### src/rtl/frame_config_writer.sv
`default_nettype none
// ============================================================================
// Module   : frame_config_writer
// Purpose  : Accepts a stream of configuration words (header + data pairs) and
//            writes each data word into one row of an LHQD1 latch column. It
//            presents the data on FrameData, waits one setup cycle, pulses the
//            one-hot FrameStrobe for STROBE_CYCLES clocks, and then holds the
//            data for one more cycle before it accepts the next header.
//
// Ports    : CLK          - sole clock, rising edge
//            RESET        - asynchronous, active-high reset
//            WordIn       - configuration word (header or frame data)
//            WordValid    - WordIn valid
//            WordReady    - word accepted on the next rising edge if valid
//            FrameData    - data broadcast to latch D inputs
//            FrameStrobe  - one-hot latch enable per frame row
//            FrameCount   - frames written, saturating (optional)
//            ConfigDone   - sticky, end-of-configuration header seen
//            ConfigError  - sticky, malformed header seen
//
// Header   : sync = WordIn[31:24] (must be 8'hFA), index = WordIn[23:16].
//            An index below MAX_FRAMES starts a frame. Index 8'hFF marks the
//            end of configuration. Any other header is dropped and flagged.
//
// Options  : define FRAME_CONFIG_WRITER_COUNT_EN to add the FrameCount output.
//
// Revision : 1.0 - initial release
// ============================================================================
module frame_config_writer #(
    parameter int FRAME_BITS    = 32,
    parameter int MAX_FRAMES    = 20,
    parameter int STROBE_CYCLES = 2
) (
    input  logic                  CLK,
    input  logic                  RESET,
    input  logic [FRAME_BITS-1:0] WordIn,
    input  logic                  WordValid,
    output logic                  WordReady,
    output logic [FRAME_BITS-1:0] FrameData,
    output logic [MAX_FRAMES-1:0] FrameStrobe,
`ifdef FRAME_CONFIG_WRITER_COUNT_EN
    output logic [15:0]           FrameCount,
`endif
    output logic                  ConfigDone,
    output logic                  ConfigError
);

    localparam logic [2:0] c_st_idle   = 3'd0;
    localparam logic [2:0] c_st_data   = 3'd1;
    localparam logic [2:0] c_st_setup  = 3'd2;
    localparam logic [2:0] c_st_strobe = 3'd3;
    localparam logic [2:0] c_st_hold   = 3'd4;

    localparam logic [7:0]            c_sync        = 8'hFA;
    localparam logic [7:0]            c_index_done  = 8'hFF;
    localparam logic [7:0]            c_max_frames  = 8'(MAX_FRAMES);
    localparam logic [3:0]            c_strobe_last = 4'(STROBE_CYCLES - 1);
    localparam logic [MAX_FRAMES-1:0] c_strobe_one  = MAX_FRAMES'(1);

    logic [2:0]            r_state;
    logic [2:0]            w_state_next;
    logic [7:0]            r_index;
    logic [3:0]            r_strobe_cnt;
    logic [3:0]            w_strobe_cnt_next;
    logic [FRAME_BITS-1:0] r_frame_data;
    logic [MAX_FRAMES-1:0] r_frame_strobe;
    logic                  r_config_done;
    logic                  r_config_error;

    logic                  w_accept_state;
    logic                  w_load_index;
    logic                  w_load_data;
    logic                  w_set_done;
    logic                  w_set_error;
    logic [7:0]            w_hdr_sync;
    logic [7:0]            w_hdr_index;

    assign w_hdr_sync     = WordIn[31:24];
    assign w_hdr_index    = WordIn[23:16];
    assign w_accept_state = (r_state == c_st_idle) || (r_state == c_st_data);

    // ------------------------------------------------------------------------
    // Next-state and control decode
    // ------------------------------------------------------------------------
    always_comb begin
        w_state_next      = r_state;
        w_strobe_cnt_next = r_strobe_cnt;
        w_load_index      = 1'b0;
        w_load_data       = 1'b0;
        w_set_done        = 1'b0;
        w_set_error       = 1'b0;

        case (r_state)
            c_st_idle: begin
                if (WordValid) begin
                    if ((w_hdr_sync == c_sync) && (w_hdr_index < c_max_frames)) begin
                        w_load_index = 1'b1;
                        w_state_next = c_st_data;
                    end else if ((w_hdr_sync == c_sync) && (w_hdr_index == c_index_done)) begin
                        w_set_done = 1'b1;
                    end else begin
                        w_set_error = 1'b1;
                    end
                end
            end
            c_st_data: begin
                if (WordValid) begin
                    w_load_data  = 1'b1;
                    w_state_next = c_st_setup;
                end
            end
            c_st_setup: begin
                // Counter counts down the remaining strobe cycles after this one.
                w_strobe_cnt_next = c_strobe_last;
                w_state_next      = c_st_strobe;
            end
            c_st_strobe: begin
                if (r_strobe_cnt == 4'd0) begin
                    w_state_next = c_st_hold;
                end else begin
                    w_strobe_cnt_next = r_strobe_cnt - 4'd1;
                end
            end
            c_st_hold: begin
                w_state_next = c_st_idle;
            end
            default: begin
                w_state_next = c_st_idle;
            end
        endcase
    end

    // ------------------------------------------------------------------------
    // State and datapath registers
    // ------------------------------------------------------------------------
    always_ff @(posedge CLK or posedge RESET) begin
        if (RESET) begin
            r_state        <= c_st_idle;
            r_index        <= 8'd0;
            r_strobe_cnt   <= 4'd0;
            r_frame_data   <= '0;
            r_frame_strobe <= '0;
            r_config_done  <= 1'b0;
            r_config_error <= 1'b0;
        end else begin
            r_state      <= w_state_next;
            r_strobe_cnt <= w_strobe_cnt_next;
            if (w_load_index) begin
                r_index <= w_hdr_index;
            end
            if (w_load_data) begin
                r_frame_data <= WordIn;
            end
            if (w_set_done) begin
                r_config_done <= 1'b1;
            end
            if (w_set_error) begin
                r_config_error <= 1'b1;
            end
            // The strobe is registered so the latch enables come straight
            // from flops and stay glitch-free. It is high only while STROBE is
            // the current state.
            if (w_state_next == c_st_strobe) begin
                r_frame_strobe <= c_strobe_one << r_index;
            end else begin
                r_frame_strobe <= '0;
            end
        end
    end

`ifdef FRAME_CONFIG_WRITER_COUNT_EN
    logic [15:0] r_frame_count;

    always_ff @(posedge CLK or posedge RESET) begin
        if (RESET) begin
            r_frame_count <= 16'd0;
        end else if ((r_state == c_st_strobe) && (w_state_next == c_st_hold)
                     && (r_frame_count != 16'hFFFF)) begin
            r_frame_count <= r_frame_count + 16'd1;
        end
    end

    assign FrameCount = r_frame_count;
`endif

    // WordReady is gated by RESET directly so it reads 0 for the whole reset.
    assign WordReady   = ~RESET & w_accept_state;
    assign FrameData   = r_frame_data;
    assign FrameStrobe = r_frame_strobe;
    assign ConfigDone  = r_config_done;
    assign ConfigError = r_config_error;

endmodule
`default_nettype wire

### config.mk
export PLATFORM = sky130hd
export DESIGN_NAME = frame_config_writer
export DESIGN_NICKNAME = d
export VERILOG_FILES = /design/src/rtl/frame_config_writer.sv
export SDC_FILE = /design/constraint.sdc
export NUM_CORES = 1
export LEC_CHECK = 0
export CAP_MARGIN = 20
export CORE_MARGIN = 3
export CORE_UTILIZATION = 45
export DETAILED_ROUTE_END_ITERATION = 8
export PLACE_DENSITY = 0.76
export REMOVE_ABC_BUFFERS = 1
export SYNTH_ARGS = -nofsm -noshare
export SYNTH_HDL_FRONTEND = slang
export SYNTH_SLANG_ARGS = --single-unit
### constraint.sdc
create_clock -name CLK -period 3.1 [get_ports CLK]
set_input_delay 0.775 -clock CLK [delete_from_list [all_inputs] [get_ports CLK]]
set_output_delay 0.775 -clock CLK [all_outputs]
set_load 0.1 [all_outputs]
==> impl_metrics.env <==
export IMPL_rsz0062_at_grt="no"
export IMPL_coreArea_sq_mm=0.00561
export IMPL_relSlewSlack_pct=52.3
export IMPL_die_area_sq_mm=0.00689
export IMPL_path_clk_slew_ns=0.07
export IMPL_drtIter0Drc=56
export IMPL_crit_fanout=2
export IMPL_hold_buffers=0
export IMPL_ys_warn_count=0
export IMPL_dieHeight_microns=83.0
export IMPL_fmax_mhz=401
export IMPL_synth_seq_area_share_pct=64.7
export IMPL_synth_most_common_cell="dfrtp_1"
export IMPL_worstPathArrival_ns=1.72
export IMPL_post_route_period_util_pct=80.4
export IMPL_fin_cells=366
export IMPL_hold_viol=0
export IMPL_path_cells="clkdlybuf4s50_1 > nor3_1 > buf_12"
export IMPL_final_max_slew_violation_count=0
export IMPL_start_kind="primary input"
export IMPL_ctsHtreeMaxLevel=3
export IMPL_setup_viol=0
export IMPL_finalClockSkew_ns=0.0105
export IMPL_ys_top_cells_by_area="dfrtp_1, mux2_2, nor2_1, buf_6, and2b_2"
export IMPL_numCtsBuffers=9
export IMPL_drt_total_wl_mm=5.42
export IMPL_synth_top_cell_area_share_pct=64.7
export IMPL_grt_ovfl_total=0
export IMPL_wire_per_inst_microns=14.8
export IMPL_antenna_found_initial=0
export IMPL_cp_slowest_cell="clkdlybuf4s50_1"
export IMPL_worst_slew_pin_slew_ns=0.714
export IMPL_fp_row_count=27
export IMPL_grt_max_degree=38
export IMPL_fin_tns_setup_ns=0
export IMPL_dp_cells=350
export IMPL_fin_crit_ns=2.49
export IMPL_clock_latency_ns=0.33
export IMPL_cts_setup_buffers=0
export IMPL_gp_congestion=0.754
export IMPL_cts_repair_resized=0
export IMPL_worstSetupEndpointType="output port"
export IMPL_drc_errors=0
export IMPL_drtPass1Iterations=4
export IMPL_grt_pass1_wl_mm=9.18
export IMPL_required_ns=2.32
export IMPL_dieWidth_microns=83.0
export IMPL_slowest_delay_ns=0.43
export IMPL_netlist_instances=190
export IMPL_hp_class="reg2reg"
export IMPL_maxCapViolations=0
export IMPL_dp_hpwl_mm=4.06
export IMPL_fin_area_sq_mm=0.00373
export IMPL_syn_area_sq_mm=0.00267
export IMPL_syn2layout_area_growth_pct=39.7
export IMPL_async_reset_ff_share_pct=100
export IMPL_synth_edf_count=0
export IMPL_synth_area_leader_cell="dfrtp_1"
export IMPL_status="finished clean"
export IMPL_io_buffers=89
export IMPL_synthTopCellsByCount="dfrtp_1, mux2_2, nor2_1"
export IMPL_track_usage_pct=16.7
export IMPL_dpl_cell_area_sq_mm=0.00352
export IMPL_cts_root_buf="clkbuf_8"
export IMPL_ys_types=36
export IMPL_drtAntennaViolNets=0
export IMPL_synthFlopType="dfrtp_1"
export IMPL_start_util_pct=47.6
export IMPL_dr_total_vias=1845
export IMPL_boundaryPins=90
export IMPL_n_antenna_cell=0
export IMPL_grt_pass1_vias=1993
export IMPL_nets=325
export IMPL_cts_buffer_depth=2
export IMPL_cts_sinks=69
export IMPL_drive_gt1_share_pct=40.5
export IMPL_synth_seq_cells=69
export IMPL_cts_tree="yes"
export IMPL_path_class="in2out"
export IMPL_avgViaCountPerCell=5.04
export IMPL_syn_area_per_cell_sq_um=14.1
[worst paths after layout]
path / from / endpoint / slack [ns] / cells after the start
min reg2reg: ConfigDone / ConfigDone / 0.49 / 1
max in group asynchronous: RESET / r_index[4] / 1.57 / 3
max: RESET / WordReady / 0.61 / 3
max reg2reg: r_state[1] / FrameData[8] / 1.37 / 5
min in group asynchronous: RESET / ConfigError / 0.90 / 2
min: ConfigDone / ConfigDone / 0.49 / 1
[state kept, by name (all words and copies together), names as in the netlist]
signal,flops
FrameData,32
FrameStrobe,20
r_index,8
r_strobe_cnt,4
r_state,3
ConfigDone,1
ConfigError,1
[placed cells by master (no fill, tap or decap), types with 2 or more instances in the layout]
master / instances
o21bai_1: 2
buf_12: 2
dfrtp_1: 69
nand4_1: 3
nor3_1: 4
mux2_2: 37
nand2b_1: 3
nand4b_1: 3
buf_4: 55
clkbuf_8: 12
nand3_1: 2
a21oi_1: 2
and2b_2: 3
nand2_1: 6
clkdlybuf4s50_1: 34
nor2_1: 24
inv_1: 3
o21ai_0: 4
[stage by stage]
step                hold WS, ns  util [%]  setup WS, ns
floorplan                 0.485         -        -0.477
global placement          0.467      62.8         0.613
detailed placement        0.474      62.8         0.572
CTS                       0.491      66.5         0.602
global route              0.512      66.5         0.575
finish                    0.490      66.5         0.608
[critical path, delay by kind of cell]
| kind | cells | cell delay (ns) |
|---|---|---|
| buf+inv | 2 | 0.65 |
| simple gates | 1 | 0.29 |
[per-layer routing]
metal	track usage (%)	part of all wire, %
met1	19.0	39
met2	26.5	48
met3	9.82	12
met4	4.90	1.2
met5	0	0
[layout make-up]
type	count	area (sq um)
clock inverter	3	42.5
timing repair buffer	91	793
tap	72	90.1
sequential	69	1730
inverter	4	15.0
multi-input combinational	114	895
clock buffer	13	169
fill	478	1880
[cells by family (layout without fill, tap and decap cells)]
logic type | after synthesis | count (layout) | synth area share (%)
adder cells (fa/ha/maj) | 1 | 1 | 0.469
buffers and inverters | 7 | 111 | 1.83
multiplexers | 37 | 37 | 15.6
AO/OA/AOI/OAI | 14 | 14 | 3.51
flip-flops | 69 | 69 | 64.7
AND/OR/NAND/NOR | 62 | 62 | 13.9
Power is left out: the tool's default activity adds up to more than one toggle a clock period on the data nets, which glitch-free logic cannot reach.
